--- src/rtl/vldst_sequencer.sv ---
// Vector load/store sequencer: turns one LDRV/STRV request into LANES word transfers on a simple memory port.
// Optional feature macro VSEQ_STRIDE_EN adds a 16-bit byte-stride input; otherwise the stride is DATA_W/8.
module vldst_sequencer #(
    parameter int LANES  = 8,
    parameter int DATA_W = 32
) (
    input  logic                      clk,
    input  logic                      rst,
    input  logic                      start,
    input  logic                      MemW,
    input  logic                      MemToReg,
    input  logic [31:0]               base_addr,
`ifdef VSEQ_STRIDE_EN
    input  logic [15:0]               stride,
`endif
    input  logic [LANES*DATA_W-1:0]   store_vec,
    input  logic [DATA_W-1:0]         mem_rdata,
    input  logic                      mem_ready,
    output logic                      mem_req,
    output logic                      mem_we,
    output logic [31:0]               mem_addr,
    output logic [DATA_W-1:0]         mem_wdata,
    output logic [LANES*DATA_W-1:0]   load_vec,
    output logic                      stall,
    output logic                      done,
    output logic                      err,
    output logic [1:0]                fsm_state
);

    localparam int LANE_W = (LANES > 1) ? $clog2(LANES) : 1;
    localparam int VEC_W  = LANES * DATA_W;
    localparam logic [LANE_W-1:0] LAST_LANE = LANE_W'(LANES - 1);

    // Memory port handshake: a word is in flight while mem_req=1; it completes on a
    // cycle where mem_ready=1, and address/data/direction are held steady until then.
    typedef enum logic [1:0] {
        IDLE = 2'd0,
        XFER = 2'd1,
        DONE = 2'd2
    } state_t;

    state_t              state, state_nxt;
    logic [LANE_W-1:0]   lane;
    logic                is_store;
    logic [31:0]         base_q;
    logic [31:0]         stride_q;
    logic [31:0]         stride_in;
    logic [VEC_W-1:0]    store_q;
    logic [VEC_W-1:0]    load_q;
    logic                err_q;
    logic                accept;
    logic                illegal;

`ifdef VSEQ_STRIDE_EN
    assign stride_in = 32'(stride);
`else
    assign stride_in = 32'(DATA_W / 8);
`endif

    assign accept  = start & (MemW ^ MemToReg);
    assign illegal = start & MemW & MemToReg;

    always_ff @(posedge clk) begin
        if (rst) begin
            state    <= IDLE;
            lane     <= '0;
            is_store <= 1'b0;
            base_q   <= '0;
            stride_q <= '0;
            store_q  <= '0;
            load_q   <= '0;
            err_q    <= 1'b0;
        end else begin
            state <= state_nxt;
            err_q <= (state == IDLE) && illegal;
            case (state)
                IDLE: begin
                    if (accept) begin
                        is_store <= MemW;
                        base_q   <= base_addr;
                        stride_q <= stride_in;
                        lane     <= '0;
                        if (MemW) store_q <= store_vec;
                    end
                end
                XFER: begin
                    if (mem_ready) begin
                        if (!is_store) load_q[lane*DATA_W +: DATA_W] <= mem_rdata;
                        if (lane != LAST_LANE) lane <= lane + 1'b1;
                    end
                end
                default: lane <= '0;
            endcase
        end
    end

    always_comb begin
        state_nxt = state;
        mem_req   = 1'b0;
        mem_we    = 1'b0;
        mem_addr  = '0;
        mem_wdata = '0;
        done      = 1'b0;
        case (state)
            IDLE: if (accept) state_nxt = XFER;
            XFER: begin
                mem_req   = 1'b1;
                mem_we    = is_store;
                // Address arithmetic deliberately wraps modulo 2^32.
                mem_addr  = base_q + 32'(lane) * stride_q;
                mem_wdata = is_store ? store_q[lane*DATA_W +: DATA_W] : '0;
                if (mem_ready && (lane == LAST_LANE)) state_nxt = DONE;
            end
            DONE: begin
                done      = 1'b1;
                state_nxt = IDLE;
            end
            default: state_nxt = IDLE;
        endcase
    end

    assign stall     = (state != IDLE);
    assign err       = err_q;
    assign load_vec  = load_q;
    assign fsm_state = state;

endmodule

--- config.mk ---
export PLATFORM = sky130hd
export DESIGN_NAME = vldst_sequencer
export DESIGN_NICKNAME = d
export VERILOG_FILES = /design/src/rtl/vldst_sequencer.sv
export SDC_FILE = /design/constraint.sdc
export NUM_CORES = 1
export LEC_CHECK = 0
export CORE_AREA = 2 2 252 254
export DETAILED_ROUTE_END_ITERATION = 7
export DIE_AREA = 0 0 254 256
export HOLD_SLACK_MARGIN = 0.06
export MAX_ROUTING_LAYER = met4
export SLEW_MARGIN = 20
export SYNTH_ARGS = -nofsm -noshare
export SYNTH_HDL_FRONTEND = slang
export SYNTH_SLANG_ARGS = --single-unit
--- constraint.sdc ---
create_clock -name clk -period 7.2 [get_ports clk]
set_input_delay 0.72 -clock clk [delete_from_list [all_inputs] [get_ports clk]]
set_output_delay 0.72 -clock clk [all_outputs]
set_load 0.01 [all_outputs]
==> results of run 1 <==
[through the flow]
stage / worst slack, ns / std cells
floorplan: 3.64 / 2817
global placement: 2.49 / 4115
detailed placement: 2.44 / 4115
CTS: 1.76 / 4221
global route: 1.34 / 4260
finish: 1.79 / 4263
[power groups by stage]
stage | registers (mW) | clock network (mW) | logic [mW]
global route | 3.19 | 3.35 | 0.597
finish | 3.18 | 3.17 | 0.555
CTS | 3.18 | 3.22 | 0.556
global placement | 3.24 | 0 | 0.548
detailed placement | 3.25 | 0 | 0.553
floorplan | 3.23 | 0 | 0.268
[state kept, by name, summed over array words and instances (netlist names)]
name       cells
base_q        32
lane           3
err            1
stride_q       1
fsm_state      2
load_vec     256
store_q      256
is_store       1
[cells in the mapped netlist, drive strengths merged (2+ instances only)]
| cell | count |
|---|---|
| a21oi | 532 |
| and2 | 5 |
| and3 | 2 |
| and4 | 8 |
| buf | 67 |
| clkbuf | 159 |
| dfxtp | 552 |
| ha | 10 |
| inv | 14 |
| mux2 | 2 |
| mux2i | 71 |
| mux4 | 64 |
| nand2 | 969 |
| nand2b | 40 |
| nand3 | 9 |
| nand4 | 9 |
| nor2 | 153 |
| nor2b | 3 |
| nor3 | 8 |
| nor4 | 4 |
| o2111ai | 3 |
| o21a | 2 |
| o21ai | 6 |
| o31ai | 14 |
| or3 | 84 |
| or4 | 12 |
| xnor2 | 2 |
| xor2 | 4 |
[layout make-up]
class / instances / area [µm²]
clock buffer: 89 / 1800
inverter: 15 / 56.3
fill: 6089 / 30600
timing repair buffer: 679 / 6800
multi-input combinational: 2024 / 10700
antenna: 41 / 103
clock inverter: 17 / 233
tap: 846 / 1060
sequential: 552 / 11100
[layer usage]
layer,track usage,vias up,share of wire
met1,0.293,10419,0.37
met3,0.0827,165,0.086
met4,0.122,0,0.047
met5,-,-,0
met2,0.458,802,0.49
li1,-,10486,-
[worst paths after layout]
| check | start | endpoint | slack, ns |
|---|---|---|---|
| min reg2reg | load_vec[94]$_SDFFE_PP0P_ | load_vec[94]$_SDFFE_PP0P_ | 0.45 |
| max | lane[0]$_SDFFE_PP0P_ | mem_addr[22] | 1.79 |
| max reg2reg | lane[0]$_SDFFE_PP0P_ | load_vec[92]$_SDFFE_PP0P_ | 3.79 |
| min | load_vec[94]$_SDFFE_PP0P_ | load_vec[94]$_SDFFE_PP0P_ | 0.45 |
[cell families after synthesis]
family | synth area share
AO/OA/AOI/OAI | 0.126
XOR/XNOR | 0.00231
adder cells (fa/ha/maj) | 0.00639
buffers and inverters | 0.0442
flip-flops | 0.486
multiplexers | 0.0957
AND/OR/NAND/NOR | 0.239
[placed cells by master (no fill, tap or decap), types with 5 or more instances in the layout]
master | Yosys | layout
a21oi_1 | 532 | 532
and2_1 | 5 | 5
and4_1 | 8 | 7
buf_4 | 1 | 22
bufinv_16 | 0 | 5
clkbuf_1 | 159 | 11
clkbuf_16 | 0 | 61
clkbuf_8 | 0 | 17
clkdlybuf4s50_1 | 0 | 651
clkinv_2 | 0 | 6
dfxtp_1 | 552 | 549
diode_2 | 0 | 41
ha_1 | 10 | 9
inv_1 | 14 | 14
mux2i_1 | 71 | 71
mux4_2 | 64 | 64
nand2_1 | 969 | 968
nand2b_1 | 40 | 40
nand3_1 | 9 | 8
nand4_1 | 9 | 9
nor2_1 | 153 | 153
o21ai_0 | 6 | 6
o31ai_1 | 14 | 14
or3_1 | 84 | 84
or4_1 | 12 | 12
[critical path: cells and delay by family, from the launching register on]
kind	cells	cell delay [ns]
AND/OR/NAND/NOR	3	1.15
buffers and inverters	3	0.88
flip-flops	1	0.82
AO/OA/AOI/OAI	2	0.64
adder cells (fa/ha/maj)	2	0.57
==> metrics.md, run 1 <==
| Metric | Value |
|---|---|
| Chip height | `256 µm` |
| Final instance area | `31800 µm²` |
| Fin Setup TNS | `0 ns` |
| Number of cells on the worst hold path | `2` |
| Sw Share | `0.231` |
| Post-synth top area share | `0.486` |
| Asr flop ratio synth | `0` |
| Clock Skew | `0.0115 ns` |
| Wire per inst | `20.9 µm` |
| Vias | `21872` |
| Sequential share of power | `0.461` |
| Routed vias/inst | `5.13` |
| Pwr per Cell Area | `217 nW/µm²` |
| Total power | `6.91 mW` |
| Full die area | `65000 µm²` |
| # IOs | `653` |
| Minimum clock period | `5.41 ns` |
| Max frequency | `185 MHz` |
| CP max stage delay | `0.82 ns` |
| Core area | `62400 µm²` |
| Layout cells sized above 1 | `0.0601` |
| Drt pass-1 iters | `7` |
| Mapped cell area | `22700 µm²` |
| Worst vdd ir | `0.171 mV` |
| # hold bufs at CTS | `0` |
| H-tree depth | `2` |
| Post-CTS Repair Setup Buffers | `0` |
| Switching pwr | `1.60 mW` |
| CTS tree | `yes` |
| Global placement routability congestion | `0.932` |
| Final Util | `0.510` |
| Placed Area | `29600 µm²` |
| Seq cells post-synth | `552` |
| Number of nets still failing antenna checks after routing | `0` |
| Post-Synthesis Cells | `2817` |
| Synth warn | `0` |
| Post-Syn Area per Cell | `8.07 µm²` |
| Max clock buf depth | `3` |
| Outcome | `complete, no violations` |
| Worst-path cell chain | `inv_1 -> nor2_1 -> ha_1 -> inv_1 -> fa_1 -> nor2b_1 -> o2111ai_1 -> or4_1 -> a21oi_1 -> clkdlybuf4s50_1` |
| Later-pin clock latency in the skew report | `0.62 ns` |
| Vias in the first global route | `21006` |
| R2r worst-path depth | `8` |
| WP data arrival | `4.69 ns` |
| Crit start category | `flop` |
| Clock slew at reported path FFs | `0.06 ns` |
| Syn Nets | `3154` |
| Register area share after synthesis | `0.486` |
| IO Port Bufs | `652` |
| # DRC | `0` |
| Crit path capture type | `primary output` |
| Final hold vios | `0` |
| Clock sinks | `552` |
| Most area-consuming cells after synthesis | `dfxtp_1, nand2_1, a21oi_1` |
| Post-CTS sizing | `0` |
| Max FO, Critical Path | `41` |
| CTS Root Cell | `clkbuf_16` |
| Final-report max-slew violation count | `0` |
| Final HPWL from detailed placement | `64100 µm` |
| Iter 0 DRT Violations | `1468` |
| Layout area overhead | `40.0%` |
| Largest net degree at the start of global routing | `257` |
| Slew headroom | `0.234` |
| Row cnt | `92` |
| Critical Path RT | `6.48 ns` |
| HP Class | `flop to flop` |
| Min Hold Slack | `0.449 ns` |
| Most used cell, CP | `inv_1` |
| First-pass GRT wire length | `130000 µm` |
| Post-synth EDFFs | `0` |
| Initial core utilization | `0.364` |
| Most used DFF post-synth | `dfxtp_1` |
| Max cap viols | `0` |
| TritonCTS Buffers | `60` |
| Crit Path Class | `flop to primary output` |
| Initial antenna violation count | `37` |
| Internal Power | `5.31 mW` |
| Leakage | `10.4 nW` |
| Crit-path slowest cell | `dfxtp_4` |
| RSZ-0062 raised after global routing | `no` |
| Comb pwr share | `0.080` |
| Yosys cell types | `41` |
| Total routing usage reported by global routing | `0.272` |
| Nets@finish | `3669` |
| Final setup viols | `0` |
| Period utilization | `0.751` |
| DRT Wirelength | `89200 µm` |
| Chip width | `254 µm` |
| Worst-margin pin slew | `1.15 ns` |
| Clock share of power | `0.459` |
| GRT overflow | `0` |
| Leading area contributor after synthesis | `dfxtp_1` |
Note: power is estimated with default switching activity, not from simulation.
==> run 2, diff against run 1 <==
==> constraint.sdc (replaced) <==
create_clock -name clk -period 5.4 [get_ports clk]
set_input_delay 0.54 -clock clk [delete_from_list [all_inputs] [get_ports clk]]
set_output_delay 0.54 -clock clk [all_outputs]
set_load 0.01 [all_outputs]
==> metrics.md, run 2 (synthesized netlist as in run 1, its figures left out) <==
| Metric | Value |
|---|---|
| Outcome | `complete, no violations` |
| Wire per inst | `22.9 µm` |
| # hold bufs at CTS | `0` |
| Comb pwr share | `0.083` |
| Max clock buf depth | `3` |
| Number of nets still failing antenna checks after routing | `0` |
| # IOs | `653` |
| Later-pin clock latency in the skew report | `0.63 ns` |
| # DRC | `0` |
| Final hold vios | `0` |
| R2R setup slack | `2.39 ns` |
| Initial antenna violation count | `46` |
| Routed met3 length | `8270 µm` |
| Post-CTS Repair Setup Buffers | `0` |
| Sw Share | `0.242` |
| Max FO, Critical Path | `14` |
| IO Port Bufs | `652` |
| Slew headroom | `0.288` |
| Largest net degree at the start of global routing | `252` |
| WP data arrival | `4.06 ns` |
| Sequential share of power | `0.466` |
| Max Used Layer | `met4` |
| Fin Setup TNS | `0 ns` |
| CTS Root Cell | `clkbuf_16` |
| Final-report max-slew violation count | `0` |
| Initial core utilization | `0.364` |
| Iter 0 DRT Violations | `1643` |
| Layout area overhead | `40.1%` |
| Crit start category | `flop` |
| Full die area | `65000 µm²` |
| CTS tree | `yes` |
| Clock slew at reported path FFs | `0.06 ns` |
| WL met2 | `48400 µm` |
| Worst-margin pin slew | `1.07 ns` |
| Nets@finish | `3679` |
| Chip height | `256 µm` |
| Commonest non-fill, non-tap cells in the layout | `nand2_1, clkdlybuf4s50_1, dfxtp_1, a21oi_1, nor2_1` |
| Crit Path Class | `flop to primary output` |
| Final setup viols | `0` |
| Leakage | `10.5 nW` |
| GRT overflow | `0` |
| Max cap viols | `0` |
| Clock sinks | `552` |
| Global placement routability congestion | `1.03` |
| Pwr per Cell Area | `287 nW/µm²` |
| Clock Skew | `0.0142 ns` |
| Core area | `62400 µm²` |
| H-tree depth | `2` |
| Final HPWL from detailed placement | `72600 µm` |
| Critical Path RT | `4.86 ns` |
| Max frequency | `218 MHz` |
| Chip width | `254 µm` |
| HP Class | `primary input to flop` |
| First-pass GRT wire length | `141000 µm` |
| Leading cell type in the layout, fill and taps excluded | `nand2_1` |
| Layout cells sized above 1 | `0.0655` |
| Clock share of power | `0.452` |
| Worst vdd ir | `0.248 mV` |
| M1 WL | `35700 µm` |
| Internal Power | `6.93 mW` |
| Vias | `22275` |
| Post-CTS sizing | `0` |
| Minimum clock period | `4.60 ns` |
| RSZ-0062 raised after global routing | `no` |
| Row cnt | `92` |
| Crit path capture type | `primary output` |
| DRT Wirelength | `98100 µm` |
| Switching pwr | `2.21 mW` |
| Period utilization | `0.851` |
| Vias in the first global route | `21599` |
| TritonCTS Buffers | `60` |
| Total routing usage reported by global routing | `0.300` |
| Min Hold Slack | `0.436 ns` |
| Routed vias/inst | `5.20` |
| Drt pass-1 iters | `5` |
run 2: layout make-up:
class	instances	area (µm²)
timing repair buffer	689	6880
multi-input combinational	2024	10700
inverter	15	56.3
antenna	44	110
tap	846	1060
clock inverter	32	251
fill	6039	30500
clock buffer	79	1730
sequential	552	11100
run 2: worst paths after layout:
kind,from,to,cells after the start
hold / removal,rst,load_vec[106]$_SDFFE_PP0P_,2
hold reg to reg,load_vec[35]$_SDFFE_PP0P_,load_vec[35]$_SDFFE_PP0P_,2
setup / recovery,lane[0]$_SDFFE_PP0P_,mem_addr[24],10
setup reg to reg,lane[2]$_SDFFE_PP0P_,load_vec[89]$_SDFFE_PP0P_,8
run 2: worst max-delay path: stages, from the launching register on:
cell and delay, ns:
dfxtp_4 0.34, inv_1 0.08, nor2_1 0.11, ha_1 0.22, inv_1 0.07, fa_1 0.38, nor2b_1 0.38, o2111ai_1 0.48
or4_1 0.63, a21oi_1 0.16, clkdlybuf4s50_1 0.58
run 2: power groups by stage:
| stage | clock network [mW] | registers [mW] | logic [mW] |
|---|---|---|---|
| floorplan | 0 | 4.31 | 0.358 |
| global route | 4.38 | 4.26 | 0.813 |
| CTS | 4.20 | 4.26 | 0.757 |
| global placement | 0 | 4.34 | 0.746 |
| detailed placement | 0 | 4.35 | 0.753 |
| finish | 4.13 | 4.26 | 0.755 |
run 2: per-stage QoR:
step | setup WS [ns] | util | cell area [µm²] | power, mW | std cells
floorplan | 2.02 | - | 22700 | 4.66 | 2817
global placement | 1.58 | 0.476 | 29700 | 5.09 | 4125
detailed placement | 1.50 | 0.476 | 29700 | 5.10 | 4125
CTS | 0.794 | 0.508 | 31700 | 9.22 | 4236
global route | 0.547 | 0.510 | 31800 | 9.45 | 4281
finish | 0.804 | 0.510 | 31800 | 9.14 | 4281
run 2: metal layers:
layer	vias up	global-route usage
li1	10500	-
met1	10638	0.319
met3	209	0.0828
met5	-	-
met4	0	0.166
met2	928	0.503
==> run 3, diff against run 2 <==
--- a/config.mk
+++ b/config.mk
@@ -5,9 +5,10 @@
 export SDC_FILE = /design/constraint.sdc
 export NUM_CORES = 1
 export LEC_CHECK = 0
-export CORE_AREA = 2 2 252 254
+export CORE_AREA = 2 2 251 253
 export DETAILED_ROUTE_END_ITERATION = 7
-export DIE_AREA = 0 0 254 256
+export DIE_AREA = 0 0 253 255
+export DONT_BUFFER_PORTS = 1
 export HOLD_SLACK_MARGIN = 0.06
 export MAX_ROUTING_LAYER = met4
 export SLEW_MARGIN = 20
==> metrics.md, run 3 (synthesized netlist as in run 1, its figures left out) <==
| Metric | Value |
|---|---|
| Outcome | `complete, no violations` |
| Initial core utilization | `0.366` |
| Register area | `11100 µm²` |
| Crit path capture type | `primary output` |
| Max clock buf depth | `3` |
| Min Hold Slack | `0.0896 ns` |
| Critical Path RT | `4.86 ns` |
| Pwr per Cell Area | `322 nW/µm²` |
| Layout area overhead | `24.2%` |
| Internal Power | `6.93 mW` |
| # IOs | `653` |
| Clock Skew | `0.0113 ns` |
| HP Class | `primary input to flop` |
| Switching pwr | `2.14 mW` |
| Total routing usage reported by global routing | `0.273` |
| Slew headroom | `0.160` |
| Clock sinks | `552` |
| Placed Area | `23100 µm²` |
| Row cnt | `92` |
| Later-pin clock latency in the skew report | `0.62 ns` |
| Global placement routability congestion | `0.911` |
| Period utilization | `0.744` |
| GRT overflow | `0` |
| R2R setup slack | `2.24 ns` |
| RR Endpoint | `load_vec[45]$_SDFFE_PP0P_` |
| Sequential share of power | `0.469` |
| DRT Wirelength | `90500 µm` |
| # hold bufs at CTS | `307` |
| H-tree depth | `2` |
| Minimum clock period | `4.02 ns` |
| Final-report max-slew violation count | `0` |
| Final hold vios | `0` |
| Post-CTS sizing | `0` |
| Commonest non-fill, non-tap cells in the layout | `nand2_1, dfxtp_1, a21oi_1, dlygate4sd3_1, nor2_1` |
| Fin Setup TNS | `0 ns` |
| Vias in the first global route | `20524` |
| R2r worst-path depth | `8` |
| Largest net degree at the start of global routing | `295` |
| RSZ-0062 raised after global routing | `no` |
| Final HPWL from detailed placement | `61700 µm` |
| Clock share of power | `0.461` |
| Leakage | `9.30 nW` |
| Crit Path Class | `flop to primary output` |
| IO Port Bufs | `0` |
| Final setup viols | `0` |
| Nets@finish | `3325` |
| Core area | `62200 µm²` |
| # fillers | `5919` |
| Clock slew at reported path FFs | `0.06 ns` |
| Number of cells on the worst hold path | `2` |
| TritonCTS Buffers | `59` |
| WP data arrival | `3.48 ns` |
| Final instance area | `28200 µm²` |
| Iter 0 DRT Violations | `1476` |
| Chip height | `255 µm` |
| Max FO, Critical Path | `14` |
| Worst vdd ir | `0.253 mV` |
| Comb pwr share | `0.070` |
| Full die area | `64500 µm²` |
| Drt pass-1 iters | `5` |
| Crit start category | `flop` |
| CTS tree | `yes` |
| Worst-margin pin slew | `1.26 ns` |
| Number of nets still failing antenna checks after routing | `0` |
| Vias | `21225` |
| Placed Cells | `3419` |
| Layout cells sized above 1 | `0.0669` |
| Sw Share | `0.236` |
| Final Util | `0.454` |
| Worst Hold Launch | `store_vec[36]` |
| Initial antenna violation count | `18` |
| Leading cell type in the layout, fill and taps excluded | `nand2_1` |
| Post-CTS Repair Setup Buffers | `0` |
| Chip width | `253 µm` |
| Routed vias/inst | `5.50` |
| Hold endpoint | `store_q[36]$_SDFFE_PP0P_` |
| Wire per inst | `23.4 µm` |
| Max frequency | `249 MHz` |
| First-pass GRT wire length | `129000 µm` |
| Max cap viols | `0` |
| Multi-input combinational cell area | `10700 µm²` |
| CTS Root Cell | `clkbuf_16` |
| Non-Filler Instances | `3860` |
| Reg-to-Reg Start | `lane[1]$_SDFFE_PP0P_` |
| # DRC | `0` |
## run 3: critical path, stage by stage, from the launching register on
cell and delay (ns):
dfxtp_4 0.34, inv_1 0.09, nor2_1 0.12, ha_1 0.20, inv_1 0.07, fa_1 0.37
nor2b_1 0.38, o2111ai_2 0.41, or4_1 0.60, a21oi_1 0.28
## run 3: layout make-up
class	instances	area share
repair buffers	336	0.119
inverters	15	0.00200
well taps	799	0.0354
diodes	26	0.00231
multi-input cells	2024	0.380
flip-flops and latches	552	0.392
clock inverters	23	0.00998
clock buffers	85	0.0601
## run 3: through the flow
| step | worst slack, ns | power, mW |
|---|---|---|
| after floorplan | 2.02 | 4.66 |
| after detailed placement | 1.89 | 4.74 |
| after global placement | 1.92 | 4.72 |
| after CTS | 1.19 | 9.13 |
| final | 1.38 | 9.07 |
| after global routing | 1.16 | 9.36 |
## run 3: power by group through the flow
stage / combinational (mW) / sequential (mW) / clock (mW)
finish: 0.634 / 4.25 / 4.18
global route: 0.680 / 4.26 / 4.42
CTS: 0.628 / 4.25 / 4.25
detailed placement: 0.394 / 4.34 / 0
global placement: 0.384 / 4.34 / 0
floorplan: 0.358 / 4.31 / 0
## run 3: how the worst max path moves through the flow
stage	startpoint	end	slack (ns)
CTS	lane[0]$_SDFFE_PP0P_	mem_addr[22]	1.19
finish	lane[0]$_SDFFE_PP0P_	mem_addr[22]	1.38
global route	lane[0]$_SDFFE_PP0P_	mem_addr[24]	1.16
global placement	stride_q[2]$_SDFFE_PP0P_	mem_addr[18]	1.92
floorplan	lane[0]$_SDFFE_PP0P_	mem_addr[16]	2.02
detailed placement	lane[0]$_SDFFE_PP0P_	mem_addr[22]	1.89
## run 3: layer usage
metal | GRT usage | wire (µm)
met1 | 0.285 | 32500
met2 | 0.474 | 45100
met3 | 0.0608 | 7250
met4 | 0.157 | 5570
met5 | - | 0
